[src/rtl/pwm_burst_ctrl.sv]
// pwm_burst_ctrl
// Sequencer for the PWM datapath. It owns the period counter, the active and
// shadow period/duty registers and the periods-left counter. It runs either
// continuous PWM or a fixed-length burst of periods on start/stop commands.
// Configuration writes land in shadow registers and reach the active
// registers only at start or at a period boundary, so a period never changes
// shape while it is running.
//
// Ports:
//   i_clock         single clock, all state updates on the rising edge
//   i_reset         synchronous active-high reset
//   i_start         level-sampled, begins a run when idle
//   i_stop          level-sampled, aborts a run at once (beats a boundary)
//   i_cfg_we        writes period/duty/burst into the shadow registers
//   i_cfg_period    period length in cycles (0 behaves as 1)
//   i_cfg_duty      high cycles per period
//   i_cfg_burst     periods per run, 0 = continuous
//   o_pwm_out       registered PWM output
//   o_busy          high while running
//   o_period_done   one-cycle pulse after each completed period
//   o_done          one-cycle pulse when a burst ends normally
module pwm_burst_ctrl #(
  parameter int WIDTH  = 8,
  parameter int BURSTW = 8
) (
  input  logic              i_clock,
  input  logic              i_reset,
  input  logic              i_start,
  input  logic              i_stop,
  input  logic              i_cfg_we,
  input  logic [WIDTH-1:0]  i_cfg_period,
  input  logic [WIDTH-1:0]  i_cfg_duty,
  input  logic [BURSTW-1:0] i_cfg_burst,
  output logic              o_pwm_out,
  output logic              o_busy,
  output logic              o_period_done,
  output logic              o_done
);

  typedef enum logic {IDLE, RUN} state_t;

  state_t             r_state;
  logic [WIDTH-1:0]   r_cnt;
  logic [WIDTH-1:0]   r_actPeriod;
  logic [WIDTH-1:0]   r_actDuty;
  logic [WIDTH-1:0]   r_shPeriod;
  logic [WIDTH-1:0]   r_shDuty;
  logic [BURSTW-1:0]  r_shBurst;
  logic [BURSTW-1:0]  r_left;
  logic               r_pwm;
  logic               r_periodDone;
  logic               r_done;

  state_t             w_nextState;
  logic [WIDTH-1:0]   w_cnt;
  logic [WIDTH-1:0]   w_actPeriod;
  logic [WIDTH-1:0]   w_actDuty;
  logic [BURSTW-1:0]  w_left;
  logic               w_pwm;
  logic               w_periodDone;
  logic               w_done;
  logic [WIDTH-1:0]   w_lastCnt;
  logic [WIDTH-1:0]   w_cntInc;
  logic               w_burstMode;

  // A programmed period of 0 runs as a 1-cycle period, so the last count
  // value is 0 in that case and the subtraction can never underflow.
  assign w_lastCnt   = (r_actPeriod == '0) ? '0 : r_actPeriod - WIDTH'(1);
  assign w_cntInc    = r_cnt + WIDTH'(1);
  // Continuous runs load 0 into periods-left and never touch it, so a
  // non-zero value identifies a burst.
  assign w_burstMode = (r_left != '0);

  // Next-state logic. The registered PWM level is computed from the count and
  // duty that will be live next cycle, keeping pwm_out == (cnt < duty) while
  // busy. Boundary reloads read the shadow values from before any write on
  // the same edge, which defers such a write by one period.
  always_comb begin
    w_nextState  = r_state;
    w_cnt        = r_cnt;
    w_actPeriod  = r_actPeriod;
    w_actDuty    = r_actDuty;
    w_left       = r_left;
    w_pwm        = 1'b0;
    w_periodDone = 1'b0;
    w_done       = 1'b0;
    case (r_state)
      IDLE: begin
        if (i_start && !i_stop) begin
          w_nextState = RUN;
          w_actPeriod = r_shPeriod;
          w_actDuty   = r_shDuty;
          w_left      = r_shBurst;
          w_cnt       = '0;
          w_pwm       = (r_shDuty != '0);
        end
      end
      RUN: begin
        if (i_stop) begin
          w_nextState = IDLE;
          w_cnt       = '0;
        end else if (r_cnt == w_lastCnt) begin
          w_periodDone = 1'b1;
          w_cnt        = '0;
          if (w_burstMode && (r_left == BURSTW'(1))) begin
            w_nextState = IDLE;
            w_done      = 1'b1;
          end else begin
            w_actPeriod = r_shPeriod;
            w_actDuty   = r_shDuty;
            w_pwm       = (r_shDuty != '0);
            if (w_burstMode) begin
              w_left = r_left - BURSTW'(1);
            end
          end
        end else begin
          w_cnt = w_cntInc;
          w_pwm = (w_cntInc < r_actDuty);
        end
      end
      default: begin
        w_nextState = IDLE;
      end
    endcase
  end

  // State and datapath registers; shadow writes are accepted in any state.
  always_ff @(posedge i_clock) begin
    if (i_reset) begin
      r_state      <= IDLE;
      r_cnt        <= '0;
      r_actPeriod  <= '1;
      r_actDuty    <= '0;
      r_shPeriod   <= '1;
      r_shDuty     <= '0;
      r_shBurst    <= '0;
      r_left       <= '0;
      r_pwm        <= 1'b0;
      r_periodDone <= 1'b0;
      r_done       <= 1'b0;
    end else begin
      r_state      <= w_nextState;
      r_cnt        <= w_cnt;
      r_actPeriod  <= w_actPeriod;
      r_actDuty    <= w_actDuty;
      r_left       <= w_left;
      r_pwm        <= w_pwm;
      r_periodDone <= w_periodDone;
      r_done       <= w_done;
      if (i_cfg_we) begin
        r_shPeriod <= i_cfg_period;
        r_shDuty   <= i_cfg_duty;
        r_shBurst  <= i_cfg_burst;
      end
    end
  end

  assign o_pwm_out     = r_pwm;
  assign o_busy        = (r_state == RUN);
  assign o_period_done = r_periodDone;
  assign o_done        = r_done;

endmodule

[config.mk]
export PLATFORM = sky130hd
export DESIGN_NAME = pwm_burst_ctrl
export DESIGN_NICKNAME = d
export VERILOG_FILES = /design/src/rtl/pwm_burst_ctrl.sv
export SDC_FILE = /design/constraint.sdc
export NUM_CORES = 1
export LEC_CHECK = 0
export ABC_AREA = 1
export CAP_MARGIN = 10
export CORE_UTILIZATION = 34
export CTS_CLUSTER_DIAMETER = 50
export DETAILED_ROUTE_END_ITERATION = 10
export PLACE_DENSITY = 0.53
export SYNTH_ARGS = -nofsm -noshare
export SYNTH_HDL_FRONTEND = slang
export SYNTH_SLANG_ARGS = --single-unit
[constraint.sdc]
create_clock -name i_clock -period 3.8 [get_ports i_clock]
set_input_delay 0.76 -clock i_clock [delete_from_list [all_inputs] [get_ports i_clock]]
set_output_delay 0.76 -clock i_clock [all_outputs]
set_load 0.03 [all_outputs]
==> results.ini, run 1 <==
[timing]
setup_viol=0
maxSlewHeadroom=0.4681
fin_crit_sh=0.7726
worst_slew_pin_slew_ns=0.7970
max_freq_mhz=340.6
clock-skew-final_ns=0.006032
fin_setup_tns_ns=0
rsz0062_at_grt=no
hold_violations=0
period_minus_slack_ns=2.936
slew_viol_final=0

[run_status]
status=finished clean

[finish]
antenna_cells=0
area_growth_pct=19.45
nNetsFinal=521
final_layout_size_suffix_gt1_frac=0.06186
fillerInstances=948
finalNonFillerCells=593
ff_latch_area_sq_mm=0.001201
multi_input_area_sq_mm=0.001595

[yosys]
syn_inst=453
avgSynthCellArea_sq_um=6.831
syn-num-nets=493
synth-seq-area-share=0.3882
ys_types=28
mappedNetlistArea_sq_mm=0.003094
yosys_warnings=0
synth-seq-cells=60

[clocking]
htreeDepth=3
path_clk_slew_ns=0.07
cts_setup_buffers=0
cts_buffers=9
hold_buffers=0
ctsResizeCount=0
clock_latency_ns=0.33
cts_tree=yes
clock_path_buffers=2
root_buffer=clkbuf_8
cts_sinks=60

[routing]
drt_first_pass_iters=4
drt_iter0_drc=91
wl_per_cell_um=12.13
ant_nets=0
num_vias=2855
post-route-drc-count=0
drt-total-wl_um=7194
vias_per_cell=4.815

[global_routing]
track_usage=0.1620
grt_overflow=0
antenna_found_initial=0
grt_start_max_net_pins=30
grt_pass1_wl_um=12570
grt_pass1_vias=2592

[power]
p_leak_nw=1.634
peakVddDrop_v=0.0002009
power.density_mw_per_mm2=426.5

[placed_design]
dpl.hpwl_um=5348
port-buffer-count=32
placed_cells=578
routabilityCongestion=0.8314

[critical_path]
reg2regPathDepth=15
end_kind=flop
start_kind=flop
crit_type=reg2reg
arrival_ns=3.15
r2r_start=r_actPeriod[0]
rrSetupSlack_ns=0.86
crit_start=r_actPeriod[0]
critPathMaxFanout=29
timing.rr.end=r_actPeriod[6]
cp.required_ns=4.01

[die]
die_x_um=97.40
rows=34
die_area_sq_mm=0.009486
dieHeight_um=97.40
io_pins=33
core-area_sq_mm=0.008763
initial_core_util=0.3531

[flow_run]
drv_cap=0

[worst_hold_path]
min_path_cells=2
min_path_type=reg2reg
min_to=r_shBurst[6]
hp-start=r_shBurst[6]

metal layers:
| layer | track usage | vias up | part of all wire |
|---|---|---|---|
| li1 | - | 1526 | - |
| met1 | 0.2138 | 1294 | 0.49 |
| met2 | 0.2647 | 27 | 0.47 |
| met3 | 0.03885 | 8 | 0.026 |
| met4 | 0.04186 | 0 | 0.013 |
| met5 | 0 | - | 0 |
through the flow:
stage	util	hold WS [ns]	power, mW	instance area (sq um)	worst slack (ns)
3_3_place_gp	0.3972	0.4435	0.9577	3481	0.9393
4_1_cts	0.4218	0.4555	1.598	3696	0.8788
5_1_grt	0.4218	0.4809	1.668	3696	0.4467
3_5_place_dp	0.3972	0.4423	0.9613	3481	0.8840
6_report	0.4218	0.4541	1.576	3696	0.8639
2_1_floorplan	-	0.4289	0.8834	3094	1.696
final cells by class:
type                       instances  share of cell area
clock buffer                      11             0.03825
clock inverter                     4             0.01997
inverter                          53             0.05383
timing repair buffer              36             0.09479
tap                              108             0.03656
multi-input combinational        321              0.4316
sequential                        60              0.3250
power by group:
| group | total, mW | switching (mW) | internal, mW |
|---|---|---|---|
| combinational | 0.245 | 0.144 | 0.101 |
| clock | 0.631 | 0.248 | 0.384 |
| sequential | 0.700 | 0.0322 | 0.668 |
logic make-up (layout without fill, tap and decap cells):
family | count (synthesis) | after routing | share of synthesized area
buffers and inverters | 72 | 104 | 0.09624
adder cells (fa/ha/maj) | 11 | 11 | 0.04448
AND/OR/NAND/NOR | 230 | 230 | 0.3267
XOR/XNOR | 10 | 10 | 0.02831
AO/OA/AOI/OAI | 70 | 70 | 0.1161
flip-flops | 60 | 60 | 0.3882
Yosys cell counts:
| master | number | area share |
|---|---|---|
| nand2_4 | 1 | 0.0036 |
| buf_2 | 4 | 0.0065 |
| ha_1 | 11 | 0.044 |
| a21oi_1 | 40 | 0.065 |
| xor2_1 | 9 | 0.025 |
| nand4_1 | 4 | 0.0081 |
| xnor2_1 | 1 | 0.0028 |
| buf_6 | 3 | 0.011 |
| o21bai_1 | 1 | 0.0024 |
| o21ai_0 | 25 | 0.040 |
| o21ai_1 | 1 | 0.0016 |
| nor2_1 | 40 | 0.049 |
| nor4_1 | 4 | 0.0081 |
| a31oi_1 | 1 | 0.0020 |
| nand3b_1 | 1 | 0.0024 |
| nand2_1 | 100 | 0.12 |
| o21a_1 | 1 | 0.0024 |
| nor2_4 | 1 | 0.0036 |
| inv_1 | 49 | 0.059 |
| o31ai_1 | 1 | 0.0024 |
| nand2_2 | 3 | 0.0061 |
| dfxtp_1 | 60 | 0.39 |
| clkinv_1 | 2 | 0.0024 |
| nand3_1 | 66 | 0.11 |
| clkbuf_1 | 12 | 0.015 |
| nor2_2 | 5 | 0.010 |
| nor3_1 | 5 | 0.0081 |
| inv_2 | 2 | 0.0024 |
worst max-delay path by stage:
stage                endpoint  slack (ns)  cells past startpoint
2_1_floorplan       o_pwm_out        1.70                     13
3_3_place_gp        r_left[6]        0.94                      8
3_5_place_dp     r_actDuty[6]        0.88                     15
4_1_cts          r_actDuty[6]        0.88                     15
5_1_grt          r_actDuty[6]        0.45                     17
6_report       r_actPeriod[6]        0.86                     15
state kept, by name, summed over array words and instances, names as in the netlist:
| name | cells |
|---|---|
| r_shBurst | 8 |
| r_shDuty | 8 |
| r_actDuty | 8 |
| o_busy | 1 |
| r_actPeriod | 8 |
| r_shPeriod | 8 |
| r_cnt | 8 |
| o_pwm_out | 1 |
| r_left | 8 |
| o_period_done | 1 |
| o_done | 1 |
critical path, stage by stage (launching register included):
cell     delay, ns
dfxtp_1       0.31
inv_1         0.14
ha_1          0.23
nand2_1       0.08
nor2_2        0.19
nand2_4       0.12
nand3_1       0.08
nand2_1       0.06
nor2_2        0.13
nand2_1       0.08
nor2_2        0.09
nand2_1       0.24
nand2_2       0.51
nand2_2       0.34
nand2_1       0.14
nand3_1       0.07
placed cells by master (no fill, tap or decap), drive strengths merged:
master	Yosys	routed
inv	51	51
nor2	46	46
nand3b	1	1
o31ai	1	1
o21a	1	1
clkdlybuf4s50	0	32
clkbuf	12	11
o21ai	26	26
bufinv	0	2
ha	11	11
clkinv	2	4
nand2	104	104
nand3	66	66
a21oi	40	40
dfxtp	60	60
buf	7	4
nor3	5	5
nor4	4	4
xnor2	1	1
o21bai	1	1
a31oi	1	1
nand4	4	4
xor2	9	9
Note: power is estimated with default switching activity, not from simulation.
==> run 2, diff against run 1 <==
- PLACE_DENSITY: 0.53 -> 0.54
- clock period: 3.8 -> 2.6 ns (I/O delays scaled with it)
==> run 2 against run 1 <==
  * Critical path type unchanged
  * Clock skew barely moved
  * Register-to-register slack lost 0.62 ns
  * Largest power group unchanged
  * Clock-buffer cell count rose by 2
  * Maximum frequency increased by 25%
  * Clock power increased by 16%
  * Worst setup slack got worse by 0.62 ns
  * Via count up 2.3%
  * Worst hold slack better by 0.0029 ns
  * Critical path depth fell by 2
  * Non-clock buffer count rose by 9
==> results.ini, run 2 (same netlist as run 1, synthesis figures left out) <==
[run_status]
status=finished clean  ; unchanged

[placed_design]
routabilityCongestion=0.8406  ; was 0.8314
port-buffer-count=32  ; unchanged
dpl_cell_area_sq_mm=0.003548  ; was 0.003481 sq mm
dpl.hpwl_um=5474  ; was 5348 um

[timing]
fin_setup_tns_ns=0  ; unchanged
max_freq_mhz=424.2  ; was 340.6 MHz
period_minus_slack_ns=2.358  ; was 2.936 ns
slew_viol_final=0  ; unchanged
clock-skew-final_ns=0.005990  ; was 0.006032 ns
hold_violations=0  ; unchanged
worst_slew_pin_slew_ns=0.5961  ; was 0.7970 ns
fin_crit_sh=0.9068  ; was 0.7726
rsz0062_at_grt=no  ; unchanged
setup_viol=0  ; unchanged
maxSlewHeadroom=0.6001  ; was 0.4681

[finish]
final_layout_size_suffix_gt1_frac=0.08097  ; was 0.06186
area_growth_pct=20.66  ; was 19.45%
mostFrequentLayoutCell=nand2_1  ; unchanged
antenna_cells=0  ; unchanged
nNetsFinal=530  ; was 521
stdcell_area_sq_mm=0.003734  ; was 0.003696 sq mm
final_cell_mix=nand2_1, nand3_1, dfxtp_1, inv_1  ; unchanged

[power]
p_switching_mw=0.6052  ; was 0.4238 mW
p_leak_nw=1.671  ; was 1.634 nW
power_mw=2.131  ; was 1.576 mW
seq_power_share=0.480  ; was 0.444
internal-power_mw=1.526  ; was 1.153 mW
clkPwrFrac=0.345  ; was 0.400
power.density_mw_per_mm2=570.9  ; was 426.5 mW/mm^2
p_comb_frac=0.176  ; was 0.155
peakVddDrop_v=0.0003301  ; was 0.0002009 V
switching_share=0.2839  ; was 0.2689

[die]
initial_core_util=0.3531  ; unchanged
die_x_um=97.40  ; unchanged
rows=34  ; unchanged
die_area_sq_mm=0.009486  ; unchanged
dieHeight_um=97.40  ; unchanged
core-area_sq_mm=0.008763  ; unchanged
io_pins=33  ; unchanged

[critical_path]
cp_top_family=simple AND/OR/NAND/NOR gates  ; unchanged
crit_path_top_delay_cell=dfxtp_1  ; was nand2_2
start_kind=flop  ; unchanged
slowest_delay_ns=0.40  ; was 0.51 ns
cp.required_ns=2.86  ; was 4.01 ns
critPathMaxFanout=4  ; was 29
crit_chain=inv_1 > nor3_4 > nand3_1 > nor3_2 > xor2_1 > inv_1 > ha_1 > a21oi_1 > nand3_1 > o21bai_1 > nand2_1 > nand2_1 > a21oi_1  ; was inv_1 > ha_1 > nand2_1 > nor2_2 > nand2_4 > nand3_1 > nand2_1 > nor2_2 > nand2_1 > nor2_2 > nand2_1 > nand2_2 > nand2_2 > nand2_1 > nand3_1
crit_type=reg2reg  ; unchanged
end_kind=flop  ; unchanged
crit_cells=13  ; was 15
crit_buf_inv=2  ; was 1
arrival_ns=2.61  ; was 3.15 ns
reg2regPathDepth=13  ; was 15

[global_routing]
grt_pass1_wl_um=12590  ; was 12570 um
grt_start_max_net_pins=24  ; was 30
track_usage=0.1622  ; was 0.1620
grt_overflow=0  ; unchanged
grt_pass1_vias=2733  ; was 2592
antenna_found_initial=0  ; unchanged

[clocking]
root_buffer=clkbuf_8  ; unchanged
cts_tree=yes  ; unchanged
clock_path_buffers=2  ; unchanged
cts_buffers=9  ; unchanged
cts_sinks=60  ; unchanged
cts_setup_buffers=0  ; unchanged
htreeDepth=3  ; unchanged
path_clk_slew_ns=0.06  ; was 0.07 ns
clock_latency_ns=0.33  ; about the same

[routing]
drt-total-wl_um=7330  ; was 7194 um
wl_per_cell_um=12.18  ; was 12.13 um
post-route-drc-count=0  ; unchanged
ant_nets=0  ; unchanged
num_vias=2920  ; was 2855
vias_per_cell=4.850  ; was 4.815
drt_first_pass_iters=4  ; unchanged
drt_iter0_drc=129  ; was 91

[worst_hold_path]
min_path_type=reg2reg  ; unchanged
min_path_cells=2  ; unchanged

[flow_run]
drv_cap=0  ; unchanged

-- run 2: power by group through the flow --
stage | clock network (mW) | logic [mW] | registers, mW
after floorplan | 0 | 0.256 | 1.04
after global placement | 0 | 0.372 | 1.04
after detailed placement | 0 | 0.375 | 1.04
after CTS | 0.756 | 0.378 | 1.02
after global routing | 0.804 | 0.428 | 1.03
final | 0.735 | 0.374 | 1.02
-- run 2: layer usage --
layer	GRT usage	wire [um]	vias up
met1	0.2149	3603	1330
met2	0.2647	3443	35
met4	0.04072	67	0
met5	0	0	-
li1	-	-	1548
met3	0.03885	216	7
-- run 2: worst min-delay path, cell delays in order (launching register included) --
cell,delay [ns]
dfxtp_1,0.30
inv_1,0.06
a21oi_1,0.06
-- run 2: layout make-up --
cell class / instances / area (sq um)
Tap cell: 108 / 135.1
Inverter: 53 / 198.9
Timing Repair Buffer: 45 / 417.9
Multi-Input combinational cell: 321 / 1612
Sequential cell: 60 / 1201
Fill cell: 913 / 5030
Clock buffer: 13 / 158.9
Clock inverter: 2 / 10.01
-- run 2: what timing repair did --
item                       CTS  global route
hold buffers                 0             0
gates resized for setup      0             3
setup endpoints to repair    0             1
-- run 2: final timing paths --
kind | start | endpoint | slack [ns]
worst max-delay path | r_cnt[0] | o_pwm_out | 0.24
worst min register to register | r_shBurst[6] | r_shBurst[6] | 0.46
worst min-delay path | r_shBurst[6] | r_shBurst[6] | 0.46
worst max register to register | r_cnt[0] | o_pwm_out | 0.24
-- run 2: per-stage QoR --
step / std cells / hold WS (ns) / worst slack [ns] / util
floorplan: 453 / 0.4289 / 0.4959 / -
global placement: 587 / 0.4401 / 0.09226 / 0.4049
detailed placement: 587 / 0.4452 / 0.07182 / 0.4049
CTS: 602 / 0.4607 / 0.04325 / 0.4242
global route: 602 / 0.4716 / 0.01895 / 0.4260
finish: 602 / 0.4570 / 0.2424 / 0.4260
